### src/rtl/fetch_stage.sv
`default_nettype none
// ============================================================================
// Module      : fetch_stage
// Description : Instruction fetch stage: PC register, next-PC select, IF/ID
//               pipeline register and a RUN/HALTED fetch controller.
// Revision    : 1.0
// ============================================================================
module fetch_stage #(
    parameter int             LEN       = 32,
    parameter logic [LEN-1:0] RESET_PC  = 32'h0000_0000,
    parameter logic [LEN-1:0] HALT_WORD = 32'hFFFF_FFFF
) (
    input  logic           i_clk,
    input  logic           i_reset,
    input  logic           i_stall,
    input  logic           i_flush,
    input  logic [1:0]     i_pc_src,
    input  logic [LEN-1:0] i_branch_target,
    input  logic [LEN-1:0] i_jump_target,
    input  logic [LEN-1:0] i_jr_target,
    input  logic [LEN-1:0] i_instr,
    output logic [LEN-1:0] o_pc,
    output logic [LEN-1:0] o_pc_plus4,
    output logic [LEN-1:0] o_instr,
    output logic           o_valid,
    output logic           o_halted
);

    typedef enum logic [0:0] {
        ST_RUN    = 1'b0,
        ST_HALTED = 1'b1
    } state_t;

    localparam logic [LEN-1:0] C_FOUR = {{(LEN-3){1'b0}}, 3'b100};

    state_t         r_state, w_state_nxt;
    logic [LEN-1:0] r_pc, w_pc_nxt;
    logic [LEN-1:0] r_instr, w_instr_nxt;
    logic [LEN-1:0] r_pc_plus4, w_pc_plus4_nxt;
    logic           r_valid, w_valid_nxt;

    logic [LEN-1:0] w_pc_plus4;
    logic [LEN-1:0] w_target;
    logic [LEN-1:0] w_target_aligned;
    logic           w_redirect;
    logic           w_halt_fetch;

    assign w_pc_plus4       = r_pc + C_FOUR;
    assign w_redirect       = (i_pc_src != 2'b00);
    assign w_target_aligned = {w_target[LEN-1:2], 2'b00};

    // A halt word only counts once it is accepted on the sequential path.
    assign w_halt_fetch = (i_instr == HALT_WORD) && !i_stall && !i_flush && !w_redirect;

    always_comb begin
        w_target = i_branch_target;
        case (i_pc_src)
            2'b01:   w_target = i_branch_target;
            2'b10:   w_target = i_jump_target;
            2'b11:   w_target = i_jr_target;
            default: w_target = i_branch_target;
        endcase
    end

    always_comb begin
        w_state_nxt    = r_state;
        w_pc_nxt       = r_pc;
        w_instr_nxt    = r_instr;
        w_pc_plus4_nxt = r_pc_plus4;
        w_valid_nxt    = r_valid;
        case (r_state)
            ST_RUN: begin
                if (w_redirect) begin
                    w_pc_nxt = w_target_aligned;
                end else if (!i_stall && !w_halt_fetch) begin
                    w_pc_nxt = w_pc_plus4;
                end

                if (i_flush) begin
                    w_instr_nxt    = '0;
                    w_pc_plus4_nxt = '0;
                    w_valid_nxt    = 1'b0;
                end else if (!i_stall) begin
                    w_instr_nxt    = i_instr;
                    w_pc_plus4_nxt = w_pc_plus4;
                    w_valid_nxt    = 1'b1;
                end

                if (w_halt_fetch) begin
                    w_state_nxt = ST_HALTED;
                end
            end
            ST_HALTED: begin
                w_instr_nxt    = '0;
                w_pc_plus4_nxt = '0;
                w_valid_nxt    = 1'b0;
            end
            default: begin
                w_state_nxt = ST_RUN;
            end
        endcase
    end

    always_ff @(posedge i_clk or posedge i_reset) begin
        if (i_reset) begin
            r_state    <= ST_RUN;
            r_pc       <= RESET_PC;
            r_instr    <= '0;
            r_pc_plus4 <= '0;
            r_valid    <= 1'b0;
        end else begin
            r_state    <= w_state_nxt;
            r_pc       <= w_pc_nxt;
            r_instr    <= w_instr_nxt;
            r_pc_plus4 <= w_pc_plus4_nxt;
            r_valid    <= w_valid_nxt;
        end
    end

    assign o_pc       = r_pc;
    assign o_pc_plus4 = r_pc_plus4;
    assign o_instr    = r_instr;
    assign o_valid    = r_valid;
    assign o_halted   = (r_state == ST_HALTED);

endmodule
`default_nettype wire

### config.mk
export PLATFORM = sky130hd
export DESIGN_NAME = fetch_stage
export DESIGN_NICKNAME = d
export VERILOG_FILES = /design/src/rtl/fetch_stage.sv
export SDC_FILE = /design/constraint.sdc
export NUM_CORES = 1
export LEC_CHECK = 0
export CORE_AREA = 2 2 116 118
export DETAILED_ROUTE_END_ITERATION = 10
export DIE_AREA = 0 0 118 120
export GPL_ROUTABILITY_DRIVEN = 0
export MAX_ROUTING_LAYER = met4
export PLACE_DENSITY = 0.87
export SETUP_SLACK_MARGIN = 0.02
export SLEW_MARGIN = 20
export SYNTH_ARGS = -nofsm -noshare
export SYNTH_HDL_FRONTEND = slang
export SYNTH_SLANG_ARGS = --single-unit
### constraint.sdc
create_clock -name i_clk -period 3.8 [get_ports i_clk]
set_input_delay 0.57 -clock i_clk [delete_from_list [all_inputs] [get_ports i_clk]]
set_output_delay 0.57 -clock i_clk [all_outputs]
set_load 0.05 [all_outputs]
==> Word-level counts from Yosys, hierarchy flattened <==
Cells that the tools add are included.
{ "op_classes": {"add_sub_neg": 1, "eq_ne": 4, "mux": 14, "n_bitwise": 1, "n_reduce_logical": 11} }
{ "op_table": {"columns": ["operator", "count"], "rows": [
  ["$mux W32", 6],
  ["$pmux W32 S2", 3],
  ["$add A32 B3 Y32 const B", 1],
  ["$eq A32 B32 Y1 const B", 1],
  ["$eq A2 B2 Y1 const B", 2],
  ["$logic_and A1 B1 Y1", 4],
  ["$logic_not A1 Y1", 4],
  ["$mux W1", 4],
  ["$reduce_bool A2 Y1", 2],
  ["$ne A3 B3 Y1 const B", 1],
  ["$pmux W1 S2", 1],
  ["$reduce_and A2 Y1", 1],
  ["$not A1 Y1", 1]
]} }
{ "word_totals": {"reg_bits": 98, "in_bits": 134, "output_inout_bits": 98, "elab_cells": 36} }

==> Depth between registers and ports, before layout <==
Gate-level depths: netlist of run 1.
{ "depth": {"ltp_word": 8, "mapped_depth": 10, "ltp_nobuf": 6} }

==> Least setup slack after synthesis of run 1 <==
OpenSTA, ideal clock, no wires.
{ "synth_path": {"path_kind": "reg-to-reg", "start": "register r_pc[2], in the netlist o_pc[2]", "end": "register r_pc[18], in the netlist o_pc[18]", "setup_time_ps": 131, "arrival_ps": 2453, "setup_slack_ps": 1216, "stages_incl_launch_ff": 7, "period_less_slack_ps": 2584, "cell_sequence": "dfrtp_1 -> ha_1 -> nand4_1 -> nor4_2 -> and2_1 -> a21oi_1 -> or3_1"} }
{ "synth_via": {"elab_chain_cells": 3} }
{ "synth_lines": {"columns": ["element", "line", "rtl"], "rows": [
  ["from (decl)", "37", "logic [LEN-1:0] r_pc, w_pc_nxt;"],
  ["from (signal assigned)", "113", "r_pc <= w_pc_nxt;"],
  ["$add A32 B3 Y32", "48", "assign w_pc_plus4 = r_pc + C_FOUR;"],
  ["$mux W32", "75", "end else if (!i_stall && !w_halt_fetch) begin"],
  ["$mux W32", "73", "if (w_redirect) begin"]
]} }
No other way between the ends. The select of a mux whose other input is x is not followed.
A chain may end at the register's enable or synchronous reset.

==> Final worst setup path of run 1 <==
{ "layout_path": {"start": "input port i_flush", "end": "register r_pc[6], in the netlist o_pc[6]"} }
{ "layout_via": {"elab_chain_cells": 7} }
{ "layout_lines": {"columns": ["element", "line", "rtl"], "rows": [
  ["from (decl)", "16", "input logic i_flush,"],
  ["$logic_not A1 Y1", "53", "assign w_halt_fetch = (i_instr == HALT_WORD) && !i_stall && !i_flush && !w_redirect;"],
  ["$logic_and A1 B1 Y1 (2 in series)", "53", null],
  ["$logic_not A1 Y1", "75", null],
  ["$logic_and A1 B1 Y1", "75", null],
  ["$reduce_bool A2 Y1 (no line)", null, null],
  ["$reduce_and A2 Y1 (no line)", null, null]
]} }
No other way between the ends.

==> impl_metrics.py, run 1 <==
metrics = {
    "global_routing": {
        "globalRouteOverflowTotal": 0,
        "antenna_found_initial": 0,
        "grt_pass1_vias": 5615,
        "grt_first_pass_wirelength_mm": 29.5,
        "grt_max_degree": 47,
        "grt_use_total": 0.271,
    },
    "synthesis": {
        "ys_types": 71,
        "synth-compound-area-share": 0.229,
        "yosys_warnings": 0,
        "yosys.area_share.adder": 0.00229,
        "yosysTopAreaCellShare": 0.435,
        "synthXorXnorAreaFrac": 0.0448,
        "synth_ff_type": "dfrtp_1",
        "ys_seq_elements": 95,
        "synth.largest_area_cell": "dfrtp_1",
        "synth-simple-area-share": 0.159,
        "synthMuxAreaShare": 0.0739,
        "async_reset_ff_frac": 1.00,
        "synth-edff-count": 0,
        "synth_top_family_by_area": "compound AO/OA/AOI/OAI gates",
        "yosysSeqAreaShare": 0.435,
        "synth.area.top_cells": "dfrtp_1 (43%), a22o_1 (6.1%), nand2_1 (3.4%), mux2i_1 (2.9%), o21ai_0 (2.8%)",
        "syn_area_mm2": 0.00547,
        "synth_cells": 557,
        "avgSynthCellArea_um2": 9.82,
    },
    "floorplan": {
        "coreArea_mm2": 0.0130,
        "io_pins": 232,
        "initial_utilization": 0.421,
        "dieArea_mm2": 0.0142,
        "dieWidth_um": 118,
        "rows": 42,
        "die_h_um": 120,
    },
    "routing": {
        "wl_per_cell_um": 19.9,
        "wl_mm": 18.8,
        "drc": 0,
        "dr.pass1.iters": 6,
        "via_per_inst": 5.95,
        "drtAntennaViolNets": 0,
        "vias": 5608,
        "first_iter_violations": 475,
    },
    "placed_design": {
        "place_inst": 926,
        "hpwlAfterDp_mm": 14.1,
        "port_buffers": 223,
    },
    "finish": {
        "areaGrowthSynthToFinish_pct": 48.0,
        "diodes": 0,
        "layoutNonFillerInstCount": 942,
        "regArea_mm2": 0.00238,
        "multi_input_area_mm2": 0.00280,
        "fillers": 1075,
        "layout_common_cells": "clkdlybuf4s50_1 (222), dfrtp_1 (95), nand2_1 (50), a22o_1 (38), o21ai_0 (31)",
        "final_common_cell": "clkdlybuf4s50_1",
        "drive_above_1_share": 0.0796,
        "fin_nets": 896,
    },
    "clocking": {
        "cts_buffer_depth": 2,
        "post_cts_resized": 0,
        "cts_buffers": 9,
        "root_buffer": "clkbuf_16",
        "cts_hold_buf": 0,
        "htree_levels": 3,
        "path_clk_slew_ns": 0.06,
        "cts_tree": "yes",
        "clock-sinks": 95,
        "post-cts-setup-buffer-count": 0,
        "insertion_delay_ns": 0.34,
    },
    "worst_setup_path": {
        "path_buf_inv": 2,
        "critPathKind": "in2reg",
        "cp-start-kind": "input pin",
        "cpPeakStageDelay_ns": 0.64,
        "cp_max_fo": 15,
        "cpLargestDelayFamily": "simple AND/OR/NAND/NOR gates",
        "endpoint_kind": "flop",
        "cp_slowest_cell": "o31a_1",
        "crit_arrival_ns": 3.26,
        "crit_chain": "clkdlybuf4s50_1 -> nand4b_1 -> or4_1 -> o31a_1 -> clkinv_8 -> nor2_4 -> mux2_4",
        "crit_required_ns": 4.03,
    },
    "sta": {
        "rsz0062_at_grt": "no",
        "min_period_ns": 3.03,
        "fin_skew_ns": 0.00755,
        "setup_viol": 0,
        "worst_slew_pin_slew_ns": 0.955,
        "maxSlewViolCount": 0,
        "slew_headroom": 0.358,
        "clock.fmax_mhz": 330,
        "fin_tns_setup_ns": 0,
        "hold_viol": 0,
        "finalCritPeriodShare": 0.798,
    },
    "pwr": {
        "peakVddDrop_mv": 0.206,
        "power_leakage_nw": 3.23,
        "p_per_area_mw_per_mm2": 283,
    },
    "run_status": {
        "run_status": "finished clean",
    },
    "hold_path": {
        "hp-class": "reg2reg",
    },
    "run": {
        "cap_violations": 0,
    },
}
-- logic make-up after synthesis --
group,after synthesis
AO/OA/AOI/OAI,170
AND/OR/NAND/NOR,169
flip-flops,95
buffers and inverters,61
multiplexers,32
XOR/XNOR,28
adder cells (fa/ha/maj),1
other,1
-- tightest hold or removal path: stages (launching register included) --
cell	delay [ns]
dfrtp_1	0.34
nand2_1	0.05
o21ai_0	0.06
-- area by class of cell --
type                            instances  share of cell area
Multi-Input combinational cell        402               0.346
Sequential cell                        95               0.294
Timing Repair Buffer                  236               0.287
Clock buffer                           13              0.0309
Tap cell                              176              0.0272
Inverter                               17             0.00974
Clock inverter                          3             0.00526
-- per-layer routing --
metal / wire, um / track usage / part of all wire
met1: 7580 / 0.333 / 0.40
met5: 0 / - / 0
met3: 1720 / 0.0618 / 0.092
met4: 448 / 0.101 / 0.024
met2: 9030 / 0.440 / 0.48
-- through the flow --
| step | hold WS [ns] | area (um^2) | total power, mW | utilization | worst slack (ns) |
|---|---|---|---|---|---|
| 2_1_floorplan | 0.637 | 5470 | 1.21 | - | 0.753 |
| 3_3_place_gp | 0.465 | 7800 | 1.40 | 0.601 | 0.542 |
| 3_5_place_dp | 0.471 | 7800 | 1.40 | 0.601 | 0.469 |
| 4_1_cts | 0.485 | 8090 | 2.31 | 0.624 | 0.837 |
| 5_1_grt | 0.514 | 8090 | 2.37 | 0.624 | 0.658 |
| 6_report | 0.477 | 8090 | 2.29 | 0.624 | 0.767 |
-- cells in the mapped netlist, drive strengths merged, types with 2 or more instances --
library cell  number
dfrtp             95
nand2             50
o21ai             39
a22o              38
nor2              29
clkbuf            24
a21oi             20
buf               20
nand4             19
nand3             18
mux2i             16
inv               15
xnor2             15
xor2              13
a211oi            12
mux2              11
a31oi             10
nor3              10
or3                9
a2bb2oi            6
and3               6
nor4               6
o211ai             6
o22ai              6
and2               5
mux4               5
o2bb2ai            5
a22oi              4
and4               4
nand2b             3
o21a               3
o31a               3
or2                3
a41oi              2
clkinv             2
o211a              2
o311a              2
o31ai              2
o41ai              2
or4                2
-- power by group --
group          total, mW  internal [mW]  switching (mW)
Clock              0.906          0.528           0.378
Sequential          1.04           1.02          0.0187
Combinational      0.350          0.185           0.165
-- final timing paths --
check | startpoint | endpoint | slack, ns | depth (start not counted)
worst min register to register | o_pc_plus4[16]$_DFFE_PP0P_ | o_pc_plus4[16]$_DFFE_PP0P_ | 0.48 | 2
worst max register to register | o_pc[2]$_DFFE_PP0P_ | o_pc[18]$_DFFE_PP0P_ | 0.83 | 6
min in group asynchronous | i_reset | o_instr[23]$_DFFE_PP0P_ | 0.65 | 2
worst max-delay path | i_flush | o_pc[6]$_DFFE_PP0P_ | 0.77 | 7
worst min-delay path | o_pc_plus4[16]$_DFFE_PP0P_ | o_pc_plus4[16]$_DFFE_PP0P_ | 0.48 | 2
max in group asynchronous | i_reset | o_pc_plus4[26]$_DFFE_PP0P_ | 2.36 | 3
-- registers in the layout, indices dropped and copies added, names as in the netlist --
register	cells
o_instr	32
o_pc	30
o_halted	1
o_valid	1
o_pc_plus4	31
(Power assumes the default switching activity.)
==> inputs of run 2 (changes only) <==
==> constraint.sdc (replaced) <==
create_clock -name i_clk -period 3 [get_ports i_clk]
set_input_delay 0.45 -clock i_clk [delete_from_list [all_inputs] [get_ports i_clk]]
set_output_delay 0.45 -clock i_clk [all_outputs]
set_load 0.05 [all_outputs]
==> impl_metrics.py, run 2 (synthesis results as in run 1) <==
metrics = {
    "sta": {
        "rsz0062_at_grt": "no",
        "hold_viol": 0,
        "min_period_ns": 2.62,
        "fin_skew_ns": 0.0112,
        "maxSlewViolCount": 0,
        "clock.fmax_mhz": 381,
        "setup_viol": 0,
        "worst_slack_ns": 0.376,
        "slew_headroom": 0.460,
        "fin_tns_setup_ns": 0,
        "finalCritPeriodShare": 0.875,
        "worst_slew_pin_slew_ns": 0.809,
    },
    "run_status": {
        "run_status": "finished clean",
    },
    "run": {
        "cap_violations": 0,
    },
    "routing": {
        "wl_met2_mm": 9.45,
        "wl_mm": 19.2,
        "dr.pass1.iters": 5,
        "drc": 0,
        "topRoutingLayerUsed": "met4",
        "via_per_inst": 5.98,
        "wl_per_cell_um": 20.1,
        "drtAntennaViolNets": 0,
        "vias": 5695,
        "first_iter_violations": 501,
        "wl_met1_mm": 7.49,
        "dr_wl_met3_mm": 1.78,
    },
    "finish": {
        "final_core_util": 0.634,
        "diodes": 0,
        "final_common_cell": "clkdlybuf4s50_1",
        "layout_common_cells": "clkdlybuf4s50_1 (222), dfrtp_1 (95), nand2_1 (50), a22o_1 (38), o21ai_0 (31)",
        "areaGrowthSynthToFinish_pct": 50.5,
        "largest_register_ffs": 32,
        "drive_above_1_share": 0.0952,
        "fin_nets": 907,
    },
    "clocking": {
        "post_cts_resized": 0,
        "post-cts-setup-buffer-count": 0,
        "path_clk_slew_ns": 0.07,
        "clock-sinks": 95,
        "root_buffer": "clkbuf_16",
        "insertion_delay_ns": 0.35,
        "htree_levels": 3,
        "cts_buffer_depth": 2,
        "cts_tree": "yes",
        "cts_buffers": 9,
        "cts_hold_buf": 0,
    },
    "placed_design": {
        "port_buffers": 223,
        "hpwlAfterDp_mm": 14.4,
        "place_ws_ns": 0.159,
    },
    "worst_setup_path": {
        "cpPeakStageDelay_ns": 0.69,
        "endpoint_kind": "flop",
        "cp-startpoint": "o_pc[2]$_DFFE_PP0P_",
        "r2r-start": "o_pc[2]$_DFFE_PP0P_",
        "critPathKind": "reg2reg",
        "crit_arrival_ns": 2.86,
        "crit_chain": "ha_1 -> nand4_1 -> nor4_1 -> buf_4 -> and3_1 -> a31oi_1 -> o32a_1",
        "cp_slowest_cell": "nor4_1",
        "crit_required_ns": 3.23,
        "cp-start-kind": "flop",
        "cp_max_fo": 7,
    },
    "global_routing": {
        "globalRouteOverflowTotal": 0,
        "grt_use_total": 0.281,
        "grt_first_pass_wirelength_mm": 30.3,
        "grt_max_degree": 59,
        "grt_pass1_vias": 5643,
        "antenna_found_initial": 0,
    },
    "pwr": {
        "peakVddDrop_mv": 0.225,
        "clockPowerShare": 0.415,
        "p_seq_frac": 0.436,
        "power_leakage_nw": 3.31,
        "internal_power_mw": 2.29,
        "power_frac_comb": 0.149,
        "p_per_area_mw_per_mm2": 367,
        "power_switching_mw": 0.734,
        "swShare": 0.243,
    },
    "floorplan": {
        "dieArea_mm2": 0.0142,
        "rows": 42,
        "dieWidth_um": 118,
        "die_h_um": 120,
        "io_pins": 232,
        "initial_utilization": 0.421,
        "coreArea_mm2": 0.0130,
    },
    "hold_path": {
        "min_from": "o_pc_plus4[23]$_DFFE_PP0P_",
        "hp-class": "reg2reg",
    },
}
run 2: path summary, 6_finish.rpt:
| kind | end | slack (ns) | cells past startpoint |
|---|---|---|---|
| max in group asynchronous | o_pc[16]$_DFFE_PP0P_ | 1.81 | 3 |
| worst min register to register | o_pc_plus4[23]$_DFFE_PP0P_ | 0.48 | 2 |
| worst max register to register | o_pc[28]$_DFFE_PP0P_ | 0.38 | 7 |
| worst min-delay path | o_pc_plus4[23]$_DFFE_PP0P_ | 0.48 | 2 |
| min in group asynchronous | o_instr[17]$_DFFE_PP0P_ | 0.50 | 2 |
| worst max-delay path | o_pc[28]$_DFFE_PP0P_ | 0.38 | 7 |
run 2: metal layers:
layer  vias up  GRT usage
met2       368      0.455
met5         -          -
li1       2517          -
met4         0      0.114
met3        48     0.0694
met1      2762      0.338
run 2: final cells by class:
cell class                      count  area (um^2)
Clock inverter                      5         81.3
Multi-Input combinational cell    402         2800
Sequential cell                    95         2380
Fill cell                        1057         4750
Timing Repair Buffer              247         2430
Tap cell                          176          220
Clock buffer                       11          243
Inverter                           17         78.8
run 2: worst max-delay path, delay by kind of cell (launching register included):
family	cells	cell delay, ns
compound gates	2	0.40
simple gates	3	1.20
buf+inv	1	0.23
flops	1	0.46
fa+ha+maj	1	0.22
run 2: per-stage QoR:
step | hold slack (ns) | cell area [um^2] | total power [mW] | cells
6_report | 0.484 | 8230 | 3.02 | 953
5_1_grt | 0.517 | 8230 | 3.11 | 953
4_1_cts | 0.490 | 8230 | 3.04 | 953
3_5_place_dp | 0.473 | 7910 | 1.79 | 937
3_3_place_gp | 0.465 | 7910 | 1.78 | 937
2_1_floorplan | 0.517 | 5470 | 1.53 | 558
run 2: power by group through the flow:
stage	Clock (mW)	Sequential, mW	Combinational (mW)
after floorplan	0	1.37	0.159
after global placement	0	1.34	0.440
after detailed placement	0	1.34	0.449
after CTS	1.27	1.31	0.452
after global routing	1.31	1.32	0.482
final	1.25	1.32	0.451
